File: src/rtl/bcd_countdown_timer.sv
// Multi-digit BCD down-counter with load, start/pause control and a one-cycle
// done pulse on reaching zero. Decrements only on tick while in RUN.
module bcd_digit (
  input  logic [3:0] cur,
  input  logic       borrow_in,
  input  logic [3:0] raw,
  output logic [3:0] dec,
  output logic       borrow_out,
  output logic [3:0] clamped
);
  assign borrow_out = borrow_in && (cur == 4'd0);
  assign clamped    = (raw > 4'd9) ? 4'd9 : raw;

  always_comb begin
    dec = cur;
    if (borrow_in) dec = (cur == 4'd0) ? 4'd9 : cur - 4'd1;
  end
endmodule

module bcd_countdown_timer #(
  parameter int DIGITS = 2
) (
  input  logic                  clk,
  input  logic                  rst_n,
  input  logic                  load,
  input  logic [4*DIGITS-1:0]   load_val,
  input  logic                  start,
  input  logic                  pause,
  input  logic                  tick,
  output logic [4*DIGITS-1:0]   q,
  output logic                  running,
  output logic                  expired,
  output logic                  done
);
  localparam int W = 4 * DIGITS;

  typedef enum logic [1:0] {IDLE, RUN, PAUSED, EXPIRED} state_t;

  state_t         state, state_n;
  logic [W-1:0]   q_n, q_dec, q_ld;
  logic [DIGITS:0] borrow;
  logic           done_n, q_zero;

  // The borrow ripples out of the top digit only when every digit is zero.
  assign borrow[0] = 1'b1;
  assign q_zero    = borrow[DIGITS];

  for (genvar k = 0; k < DIGITS; k++) begin : g_digit
    bcd_digit u_digit (
      .cur       (q[4*k +: 4]),
      .borrow_in (borrow[k]),
      .raw       (load_val[4*k +: 4]),
      .dec       (q_dec[4*k +: 4]),
      .borrow_out(borrow[k+1]),
      .clamped   (q_ld[4*k +: 4])
    );
  end

  always_comb begin
    q_n     = q;
    state_n = state;
    done_n  = 1'b0;
    if (load) begin
      q_n     = q_ld;
      state_n = IDLE;
    end else begin
      unique case (state)
        IDLE, PAUSED: if (!pause && start && !q_zero) state_n = RUN;
        RUN: begin
          if (pause) state_n = PAUSED;
          else if (tick) begin
            q_n = q_dec;
            // Decremented value of zero means q was 1: terminal count.
            if (q_dec == '0) begin
              state_n = EXPIRED;
              done_n  = 1'b1;
            end
          end
        end
        EXPIRED: ;
        default: state_n = IDLE;
      endcase
    end
  end

  always_ff @(posedge clk or negedge rst_n) begin
    if (!rst_n) begin
      q     <= '0;
      state <= IDLE;
      done  <= 1'b0;
    end else begin
      q     <= q_n;
      state <= state_n;
      done  <= done_n;
    end
  end

  assign running = (state == RUN);
  assign expired = (state == EXPIRED);
endmodule

File: config.mk
export PLATFORM = sky130hd
export DESIGN_NAME = bcd_countdown_timer
export DESIGN_NICKNAME = d
export VERILOG_FILES = /design/src/rtl/bcd_countdown_timer.sv
export SDC_FILE = /design/constraint.sdc
export NUM_CORES = 1
export LEC_CHECK = 0
export ABC_AREA = 1
export CAP_MARGIN = 10
export CELL_PAD_IN_SITES_DETAIL_PLACEMENT = 1
export CELL_PAD_IN_SITES_GLOBAL_PLACEMENT = 2
export CORE_MARGIN = 4
export CORE_UTILIZATION = 24
export CTS_CLUSTER_DIAMETER = 50
export CTS_CLUSTER_SIZE = 8
export DETAILED_ROUTE_END_ITERATION = 8
export PLACE_DENSITY_LB_ADDON = 0.1
export SYNTH_ARGS = -nofsm -noshare
export SYNTH_HDL_FRONTEND = slang
export SYNTH_HIERARCHICAL = 1
export SYNTH_SLANG_ARGS = --single-unit
File: constraint.sdc
create_clock -name clk -period 2.11 [get_ports clk]
set_input_delay 0.422 -clock clk [delete_from_list [all_inputs] [get_ports clk]]
set_output_delay 0.422 -clock clk [all_outputs]
set_load 0.02 [all_outputs]
==> impl_metrics.toml, run 1 <==
[outcome]
status = "finished clean"

[global_route]
grt_usage_pct = 12.0
met3_usage_pct = 3.33
grt_max_degree = 17
grt_pass1_vias = 874
grt_util_met1_pct = 16.1
overflow = 0
grt_pass1_wl_microns = 4130
grt_use_met2_pct = 19.3
grt-busiest-layer = "met2"
antenna_found_initial = 0

[detailed_routing]
drcViolationCount = 0
wl_per_cell_microns = 11.4
drt-pass1-iter-count = 4
viasPerCell = 4.16
drt-initial-drc-count = 34
final_antenna_net_count = 0
vias = 832
wl_microns = 2280

[logic_synthesis]
synth_edf_count = 0
synth_cell_types = 25
netlist_instances = 127
yosysWarningCount = 6
avgSynthCellArea_sq_um = 6.62
async_flop_share_pct = 100
ys_seq_area_share_pct = 32.7
syn_area_sq_um = 841
yosys_register_bits = 11
synthFlopType = "dfrtp_1"

[sta]
slew_headroom_pct = 63.6
post-route-period-util_pct = 93.0
tightestPinTransition_ps = 544
fin_setup_tns_ps = 0
setup_viol = 0
hold_violations = 0
period_minus_slack_ps = 1960
drv_slew = 0
rsz0062_at_grt = "false"
fmax_mhz = 510
skew_ps = 2.14

[critical_path]
path_max_fanout = 4
cp-end-kind = "primary output"
path_class = "flip-flop to primary output"
required_ps = 1690
worstPathArrival_ps = 1540
timing.critical_path.from_type = "flip-flop"

[placement]
hpwl_microns = 1920
portBuffers = 24
routabilityCongestion = 0.701

[floorplanning]
die_height_microns = 67.2
num_io_pins = 25
core-area_sq_um = 3360
die_area_sq_um = 4510
die_w_microns = 67.2
rows = 21
initial_utilization_pct = 25.0

[power_and_ir_drop]
p_seq_share_pct = 33.8
clkPwrFrac_pct = 15.2
p_per_area_nw_per_um2 = 857
p_comb_share_pct = 50.9
p_leak_nw = 0.539
power.switching_uw = 444
p_int_uw = 553
peakVddDrop_mv = 0.309
p_sw_share_pct = 44.5

[clock_tree]
cts_made_buffers = 3
cts_buffer_depth = 2
clockRootBuffer = "clkbuf_4"
htreeDepth = 1
cts_setup_buffers = 0
cts_tree = "done"
clock_latency_ps = 270
cts_sinks = 11
path_clk_slew_ps = 80

[final_layout]
layout-area-overhead-vs-synth_pct = 38.4
num_antenna_cells = 0
fillCellCount = 464
drive_gt1_share_pct = 15.6
fin_nets = 169
fin_util_pct = 34.6

[run]
maxCapViolations = 0

[hold_path]
hp-class = "input port to async pin"
[routing by layer]
layer  part of all wire (%)  vias up
met3                    4.2        2
met5                      0        -
met1                     51      366
li1                       -      446
met4                   0.53        0
met2                     44       18
[layout make-up]
cell class              instances  area, sq um  share of cell area [%]
multi-input cells              93          475                    40.9
flip-flops and latches         11          277                    23.8
inverters                      21         78.8                    6.77
clock buffers                   3         22.5                    1.94
well taps                      46         57.6                    4.95
clock inverters                 1         5.00                   0.430
repair buffers                 25          248                    21.3
[critical path, stage by stage, from the launching register on]
cell	delay, ps
dfrtp_1	410
inv_1	90
nor2_2	140
clkdlybuf4s50_1	620
[cell usage in the layout, fill, tap and decap left out, types with 2 or more instances in the layout]
| cell | n |
|---|---|
| a31oi_2 | 2 |
| nor2_2 | 2 |
| nand3_1 | 5 |
| nor2_1 | 16 |
| conb_1 | 4 |
| nor2_4 | 2 |
| a21oi_1 | 2 |
| and2_1 | 2 |
| inv_1 | 14 |
| nand3_2 | 2 |
| xor2_1 | 2 |
| clkdlybuf4s50_1 | 24 |
| a31oi_1 | 6 |
| nand2_1 | 36 |
| dfrtp_1 | 10 |
| inv_2 | 7 |
| o21ai_0 | 5 |
| clkbuf_4 | 3 |
| nand4_1 | 2 |
[cell usage after synthesis (2+ instances only)]
| cell | number | area share (%) |
|---|---|---|
| dfrtp_1 | 11 | 33 |
| nand3_2 | 2 | 2.4 |
| clkbuf_1 | 2 | 0.89 |
| nor2_4 | 2 | 2.7 |
| buf_2 | 2 | 1.2 |
| a21oi_1 | 2 | 1.2 |
| xor2_1 | 2 | 2.1 |
| inv_1 | 14 | 6.2 |
| a31oi_2 | 2 | 3.0 |
| nand3_1 | 5 | 3.0 |
| nand4_1 | 2 | 1.5 |
| inv_2 | 7 | 3.1 |
| a31oi_1 | 6 | 4.5 |
| nand2_1 | 36 | 16 |
| nor2_1 | 17 | 7.6 |
| o21ai_0 | 5 | 3.0 |
| and2_1 | 2 | 1.5 |
[final timing paths]
path / startpoint / endpoint / slack (ps) / depth (start not counted)
min in group clk: state[1] / state[1] / 550 / 2
min reg2reg: state[1] / state[1] / 550 / 2
max in group asynchronous: rst_n / q[3] / 1230 / 1
max reg2reg: q[1] / state[1] / 250 / 12
min: rst_n / q[7] / 500 / 1
max: state[0] / running / 150 / 3
[sequential cells by signal, summed over array words and instances (netlist names)]
register / cells
state: 2
done: 1
q: 8
[metrics by stage]
| step | hold WS, ps | cells | cell area, sq um | total power [mW] | setup WS, ps |
|---|---|---|---|---|---|
| final | 497 | 200 | 1160 | 0.998 | 149 |
| after global routing | 541 | 200 | 1160 | 1.09 | 12.9 |
| after CTS | 513 | 200 | 1160 | 1.01 | 123 |
| after detailed placement | 537 | 196 | 1130 | 0.855 | 176 |
| after global placement | 535 | 196 | 1130 | 0.851 | 209 |
| after floorplan | 126 | 130 | 852 | 0.649 | 310 |
[power by group through the flow]
stage | Combinational, mW | Sequential (mW) | Clock (mW)
6_report | 0.508 | 0.338 | 0.152
5_1_grt | 0.573 | 0.351 | 0.170
4_1_cts | 0.515 | 0.338 | 0.160
3_5_place_dp | 0.512 | 0.342 | 0
3_3_place_gp | 0.512 | 0.339 | 0
2_1_floorplan | 0.277 | 0.372 | 0
[cell families (layout without fill, tap and decap cells)]
family / after synthesis / after routing / share of synthesized area (%)
AOI/OAI and AO/OA: 17 / 17 / 14.1
DFF: 11 / 11 / 32.7
buffers and inverters: 26 / 50 / 12.8
xor gates and xnor gates: 2 / 2 / 2.08
other: 1 / 4 / 0.446
and+or+nand+nor: 70 / 70 / 37.8
[timing repair]
action,in CTS,in global routing
setup endpoints to repair,0,2
hold buffers,0,0
gates resized for setup,0,3
No activity file was read; power rests on OpenSTA's default activity.
==> run 2, diff against run 1 <==
--- a/config.mk
+++ b/config.mk
@@ -9,12 +9,14 @@
 export CAP_MARGIN = 10
 export CELL_PAD_IN_SITES_DETAIL_PLACEMENT = 1
 export CELL_PAD_IN_SITES_GLOBAL_PLACEMENT = 2
+export CORE_ASPECT_RATIO = 1.25
 export CORE_MARGIN = 4
 export CORE_UTILIZATION = 24
 export CTS_CLUSTER_DIAMETER = 50
 export CTS_CLUSTER_SIZE = 8
 export DETAILED_ROUTE_END_ITERATION = 8
 export PLACE_DENSITY_LB_ADDON = 0.1
+export SKIP_CTS_REPAIR_TIMING = 1
 export SYNTH_ARGS = -nofsm -noshare
 export SYNTH_HDL_FRONTEND = slang
 export SYNTH_HIERARCHICAL = 1
==> impl_metrics.toml, run 2 (synthesis gave the netlist of run 1 again) <==
[critical_path]
r2r_start = "q[0]"
path_class = "flip-flop to primary output"
rrSetupSlack_ps = 240
path_max_fanout = 4
worstPathArrival_ps = 1490
timing.rr.end = "state[1]"
cp-end-kind = "primary output"
crit_start = "state[0]"
crit_slowest_cell = "clkdlybuf4s50_1"
cp-endpoint = "running"
required_ps = 1690
cp.depth = 3
reg2reg_depth = 12
crit_chain = "inv_1 > nor2_2 > clkdlybuf4s50_1"
cp_top_family = "buffers and inverters"
slowest_delay_ps = 630
timing.critical_path.from_type = "flip-flop"
cp_num_buf_inv = 2

[sta]
post-route-period-util_pct = 90.4
fmax_mhz = 524
slew_headroom_pct = 62.6
rsz0062_at_grt = "false"
period_minus_slack_ps = 1910
setup_viol = 0
tightestPinTransition_ps = 559
drv_slew = 0
hold_violations = 0
fin_setup_tns_ps = 0
fin_hold_ws_ps = 543
skew_ps = 1.22

[global_route]
grt_pass1_wl_microns = 4080
grt_pass1_vias = 889
grt_usage_pct = 12.4
antenna_found_initial = 0
overflow = 0
grt_max_degree = 17

[placement]
hpwl_microns = 1960
routabilityCongestion = 0.750
portBuffers = 24

[final_layout]
top_register = "q"
fin_util_pct = 35.6
drive_gt1_share_pct = 14.3
fin_nets = 169
largestRegisters = "q (8), state (2), done (1)"
num_antenna_cells = 0
layout-area-overhead-vs-synth_pct = 39.0
largest_reg_flops = 8
final_common_cell = "nand2_1"
final_cell_mix = "36 x nand2_1, 24 x clkdlybuf4s50_1, 16 x nor2_1"

[clock_tree]
clockRootBuffer = "clkbuf_8"
cts_tree = "done"
clock_latency_ps = 240
cts_buffer_depth = 2
cts_made_buffers = 3
path_clk_slew_ps = 50
cts_sinks = 11
htreeDepth = 1

[detailed_routing]
wl_per_cell_microns = 12.8
final_antenna_net_count = 0
drt-initial-drc-count = 27
viasPerCell = 4.47
drcViolationCount = 0
vias = 854
wl_microns = 2440
drt-pass1-iter-count = 3

[floorplanning]
die_area_sq_um = 4520
core-area_sq_um = 3280
die_w_microns = 60.9
die_height_microns = 74.2
rows = 23
initial_utilization_pct = 25.6
num_io_pins = 25

[power_and_ir_drop]
p_per_area_nw_per_um2 = 914
p_leak_nw = 0.545
peakVddDrop_mv = 0.431

[hold_path]
hp-class = "input port to async pin"

[outcome]
status = "finished clean"

[run]
maxCapViolations = 0
## run 2: changes by cell type in the layout (fill, tap and decap cells not counted)
cell / change
clkbuf_4: -3
clkbuf_8: +3
clkbuf_1: +1
clkinv_2: -1
dfrtp_1: +1
dfrtp_2: -1
## run 2: stage by stage
stage | total power [mW] | std cells | setup WS (ps) | cell area (sq um)
floorplan | 0.649 | 130 | 310 | 852
CTS | 1.09 | 191 | 141 | 1160
global route | 1.16 | 191 | 9.82 | 1170
detailed placement | 0.856 | 187 | 178 | 1120
finish | 1.07 | 191 | 203 | 1170
global placement | 0.846 | 187 | 277 | 1120
## run 2: how the worst min path moves through the flow
stage / end / slack [ps] / depth (start not counted)
global placement: state[0] / 530 / 2
global route: state[0] / 580 / 2
CTS: state[0] / 560 / 2
detailed placement: state[0] / 540 / 2
floorplan: done / 130 / 0
finish: q[1] / 540 / 1
## run 2: report_power, final
part           switching (mW)  internal (mW)
Sequential             0.0709          0.267
Clock                  0.0881          0.133
Combinational           0.293          0.216
## run 2: per-layer routing
| metal | wire length [microns] | track usage [%] | vias to the layer above | part of all wire, % |
|---|---|---|---|---|
| li1 | - | - | 444 | - |
| met1 | 1010 | 13.6 | 388 | 42 |
| met2 | 1280 | 22.0 | 18 | 52 |
| met3 | 108 | 2.78 | 4 | 4.4 |
| met4 | 38 | 5.78 | 0 | 1.6 |
| met5 | 0 | 0 | - | 0 |
## run 2: layout make-up
class                           instances  area, sq um
Fill cell                             434         2110
Clock buffer                            4         45.0
Multi-Input combinational cell         93          475
Tap cell                               37         46.3
Inverter                               21         78.8
Sequential cell                        11          275
Timing Repair Buffer                   25          248
==> run 3, diff against run 2 <==
--- a/config.mk
+++ b/config.mk
@@ -11,10 +11,11 @@
 export CELL_PAD_IN_SITES_GLOBAL_PLACEMENT = 2
 export CORE_ASPECT_RATIO = 1.25
 export CORE_MARGIN = 4
-export CORE_UTILIZATION = 24
+export CORE_UTILIZATION = 31
 export CTS_CLUSTER_DIAMETER = 50
 export CTS_CLUSTER_SIZE = 8
 export DETAILED_ROUTE_END_ITERATION = 8
+export DONT_BUFFER_PORTS = 1
 export PLACE_DENSITY_LB_ADDON = 0.1
 export SKIP_CTS_REPAIR_TIMING = 1
 export SYNTH_ARGS = -nofsm -noshare
==> impl_metrics.toml, run 3 (synthesis gave the netlist of run 1 again) <==
[global_route]
grt_max_degree = 17
grt_pass1_vias = 865
overflow = 0
antenna_found_initial = 0
grt_pass1_wl_microns = 3750
grt_usage_pct = 14.0

[clock_tree]
cts_sinks = 11
clock_latency_ps = 270
htreeDepth = 1
cts_buffer_depth = 2
cts_made_buffers = 3
path_clk_slew_ps = 80
clockRootBuffer = "clkbuf_4"
cts_tree = "done"

[sta]
fin_setup_tns_ps = 0
skew_ps = 1.58
tightestPinTransition_ps = 515
setup_viol = 0
drv_slew = 0
post-route-period-util_pct = 89.1
hold_violations = 0
setup_ws_ps = 230
slew_headroom_pct = 65.5
fmax_mhz = 532
period_minus_slack_ps = 1880
rsz0062_at_grt = "false"

[placement]
portBuffers = 0
place_area_sq_um = 895
hpwl_microns = 1820
place_inst = 162
routabilityCongestion = 0.763
dp_slack_ps = 238

[power_and_ir_drop]
total_power_uw = 894
p_seq_share_pct = 38.9
power.switching_uw = 424
clkPwrFrac_pct = 16.8
p_leak_nw = 0.462
peakVddDrop_mv = 0.357
p_comb_share_pct = 44.3
p_sw_share_pct = 47.5
p_per_area_nw_per_um2 = 960
p_int_uw = 469

[detailed_routing]
vias = 793
wl_per_cell_microns = 12.9
wl_microns = 2150
drt-initial-drc-count = 11
final_antenna_net_count = 0
viasPerCell = 4.75
drt-pass1-iter-count = 3
drcViolationCount = 0

[critical_path]
cpMostUsedCell = "nand2_1"
crit_chain = "nor2_1 > inv_2 > nor2_4 > nand3_2 > nor2_4 > a21oi_1 > nor2_1 > nand3_1 > o21ai_1 > nand2_1 > nand2_1 > nand2_1"
crit_slowest_cell = "dfrtp_1"
worstPathArrival_ps = 2040
required_ps = 2270
timing.critical_path.from_type = "flip-flop"
slowest_delay_ps = 380
path_max_fanout = 6
path_class = "flip-flop to flip-flop"
rrSetupSlack_ps = 230
cp-end-kind = "flip-flop"
cp_num_buf_inv = 1
cp_top_family = "simple AND/OR/NAND/NOR gates"

[floorplanning]
rows = 20
num_io_pins = 25
initial_utilization_pct = 33.6
die_area_sq_um = 3610
core-area_sq_um = 2500
die_height_microns = 66.2
die_w_microns = 54.6

[run]
maxCapViolations = 0

[hold_path]
hp-class = "input port to flip-flop"

[final_layout]
fin_cells = 167
largestRegisters = "q (8), state (2), done (1)"
largest_reg_flops = 8
layout-area-overhead-vs-synth_pct = 10.7
drive_gt1_share_pct = 17.2
fin_nets = 149
final_common_cell = "nand2_1"
num_antenna_cells = 0
top_register = "q"
final_area_sq_um = 931
final_cell_mix = "36 x nand2_1, 17 x nor2_1, 14 x inv_1"

[outcome]
status = "finished clean"
[run 3: area by class of cell]
type / instances / area (sq um)
Multi-Input combinational cell: 93 / 469
Sequential cell: 11 / 275
Timing Repair Buffer: 5 / 40.0
Clock buffer: 4 / 26.3
Inverter: 21 / 78.8
Tap cell: 33 / 41.3
Fill cell: 346 / 1570
[run 3: final timing paths]
path / from / end / depth (start not counted)
max: q[3] / state[1] / 12
min: pause / done / 1
min reg2reg: state[0] / state[0] / 2
max reg2reg: q[3] / state[1] / 12
max in group asynchronous: rst_n / q[6] / 1
min in group asynchronous: rst_n / q[1] / 1
[run 3: routing by layer]
layer	routed length [microns]	up-vias	track usage (%)
met5	0	-	0
met4	20	0	5.61
met3	134	2	3.61
met2	1140	16	24.4
met1	853	369	15.4
li1	-	406	-
[run 3: per-stage QoR]
| step | hold WS (ps) | util (%) |
|---|---|---|
| 2_1_floorplan | 126 | - |
| 3_3_place_gp | 127 | 35.8 |
| 3_5_place_dp | 127 | 35.8 |
| 4_1_cts | -174 | 36.8 |
| 5_1_grt | 207 | 37.2 |
| 6_report | 217 | 37.2 |
[run 3: power groups by stage]
stage | clock [mW] | sequential [mW] | combinational, mW
detailed placement | 0 | 0.354 | 0.397
CTS | 0.159 | 0.350 | 0.399
finish | 0.150 | 0.348 | 0.396
global route | 0.166 | 0.361 | 0.453
floorplan | 0 | 0.372 | 0.277
global placement | 0 | 0.351 | 0.386
==> variant, RTL diff (flow settings as in run 3) <==
The output `done` loses its register stage (`done` becomes a continuous assignment).
--- a/src/rtl/bcd_countdown_timer.sv
+++ b/src/rtl/bcd_countdown_timer.sv
@@ -89,3 +89,2 @@
       state <= IDLE;
-      done  <= 1'b0;
     end else begin
@@ -93,5 +92,6 @@
       state <= state_n;
-      done  <= done_n;
     end
   end
+
+  assign done = done_n;
 
Function: changed (Yosys sat finds a counterexample within 4 cycles, from zero or initial values and one cycle with rst_n low).
==> variant against run 3 <==
  * Cell count rose by 7.8%
  * The flow now finishes with violations (negative setup slack)
  * Critical path type is now reg2out
  * Sequential cell count fell by 1
  * Routed wire length rose by 20%
  * Area after synthesis fell by 3.1%
  * Die area fell by 2.7%
  * Total power rose by 1.7%
  * Non-clock buffer count rose by 12
  * Hold slack improved by 70 ps
  * Critical path depth fell by 2
  * Final area rose by 12%
  * Sequential share of layout area fell by 5.2 points
  * Setup slack got worse by 500 ps
==> variant: results (changes against run 3) <==
\begin{tabular}{lr}
\hline
Metric & Value \\
\hline
\multicolumn{2}{l}{\textbf{Detailed routing}} \\
Post-detailed-route wirelength per cell & 14.4 um (+12\%) \\
Met2 wire len & 1.44 mm (+26\%) \\
Number of DRC markers in iteration 0 & 4 (-7) \\
Drt via density & 4.64 (-2.3\%) \\
Met1 wire length & 1.03 mm (+20\%) \\
\multicolumn{2}{l}{\textbf{Synthesis}} \\
Cell types with the highest counts after synthesis & 35 x nand2\_1, 14 x inv\_1, 13 x nand3\_1, 13 x nor2\_1, 10 x dfrtp\_1 \\
Syn Area/Cell & 6.41 um2 (-3.1\%) \\
Xor and xnor fraction of the mapped netlist area & 2.15\% (+0.067 points) \\
Largest cells by area after synthesis & dfrtp\_1 31\%, nand2\_1 16\%, nand3\_1 8.0\% \\
Compound-cell area share of the yosys netlist & 10.4\% (-3.7 points) \\
Fraction of the yosys area taken by sequential cells & 30.7\% (-2.0 points) \\
\multicolumn{2}{l}{\textbf{Global route}} \\
Met3 track demand over resource & 2.95\% (-0.66 points) \\
Number of global-route vias before repair & 940 (+8.7\%) \\
Met1 global-route usage & 17.9\% (+2.5 points) \\
Wire length of the first global-routing pass & 4.25 mm (+13\%) \\
Pin count of the biggest net entering global routing & 13 (-4) \\
Total routing usage reported by global routing & 16.7\% (+2.7 points) \\
Global Route met2 Usage & 30.6\% (+6.2 points) \\
\multicolumn{2}{l}{\textbf{STA}} \\
Setup TNS & -273 ps (-273 ps) \\
Min setup slack post-route & -273 ps (-504 ps) \\
Worst clock skew & 5.72 ps (+4.14 ps) \\
Final Setup Violations & 1 (+1) \\
Slew margin rel. & 65.3\% (-0.24 points) \\
\multicolumn{2}{l}{\textbf{Pwr}} \\
Sequential group share of total power & 31.5\% (-7.4 points) \\
Leakage power of the design & 0.517 nW (+12\%) \\
Peak ir drop on the vdd network & 0.000331 V (-7.2\%) \\
Net Sw Power & 0.428 mW (+0.77\%) \\
Share of power burned in combinational logic & 52.3\% (+8.0 points) \\
\multicolumn{2}{l}{\textbf{Critical path}} \\
Flop2flop setup slack & 200 ps (-30 ps) \\
Biggest fanout along the worst timing path & 4 (-2) \\
Crit path DAT & 1960 ps (-80 ps) \\
Reg2reg path depth & 13 (+1) \\
\multicolumn{2}{l}{\textbf{Placement}} \\
Cell count after placement & 173 (+6.8\%) \\
Placed wire-length estimate & 2.09 mm (+15\%) \\
Final RePlAce weighted congestion & 0.766 (+0.39\%) \\
\multicolumn{2}{l}{\textbf{Cells and area}} \\
Layout cells sized above 1 & 31.3\% (+14 points) \\
Top Registers & q: 8 flops, state: 2 flops \\
Number of nets in the layout & 162 (+8.7\%) \\
Final Instance Count excl. Fillers & 180 (+7.8\%) \\
\multicolumn{2}{l}{\textbf{Hold path}} \\
Worst Hold Launch & load \\
Cell depth of the worst min-delay path & 2 (+1) \\
Hold worst-path end & q[4]\$\_DFFE\_PN0P\_ \\
\multicolumn{2}{l}{\textbf{Status}} \\
Violations in the final reports & negative setup slack \\
Result of the run & finished, violations left \\
\hline
\end{tabular}
## variant: cell types whose count changed in the layout (fill, tap and decap cells not counted), sizes merged
cell	run 3	this run
a31oi	8	4
buf	4	16
dfrtp	11	10
inv	21	22
nand3	7	15
nor2	20	17
## variant: through the flow
| stage | hold slack, ps | area (um2) | worst slack (ps) | util, % |
|---|---|---|---|---|
| 2_1_floorplan | 126 | 847 | 0.575 | - |
| 3_3_place_gp | 127 | 970 | 8.15 | 39.1 |
| 3_5_place_dp | 127 | 970 | -8.15 | 39.1 |
| 4_1_cts | -172 | 996 | -324 | 40.2 |
| 5_1_grt | 283 | 1040 | -399 | 42.0 |
| 6_report | 287 | 1040 | -273 | 42.0 |
## variant: worst max path at each step
| stage | from | end | cells after the start |
|---|---|---|---|
| floorplan | q[2]$_DFFE_PN0P_ | done | 9 |
| global placement | q[3]$_DFFE_PN0P_ | done | 10 |
| detailed placement | q[3]$_DFFE_PN0P_ | done | 10 |
| CTS | q[3]$_DFFE_PN0P_ | done | 10 |
| global route | q[0]$_DFFE_PN0P_ | done | 10 |
| finish | q[0]$_DFFE_PN0P_ | done | 10 |
## variant: area by class of cell
| cell class | count | area [um2] |
|---|---|---|
| multi-input cells | 94 | 507 |
| flip-flops and latches | 10 | 254 |
| well taps | 33 | 41.3 |
| inverters | 22 | 82.6 |
| repair buffers | 17 | 130 |
| clock buffers | 4 | 26.3 |
| fillers | 340 | 1440 |
## variant: critical path, stage by stage (launching register included)
cell and delay (ps):
dfrtp_2 420, inv_2 90, nand3_4 90, nor2_4 150
nand4_1 140, nand2_1 120, nand2_2 70, inv_2 40
nand3b_1 120, nor4_4 260, buf_4 170
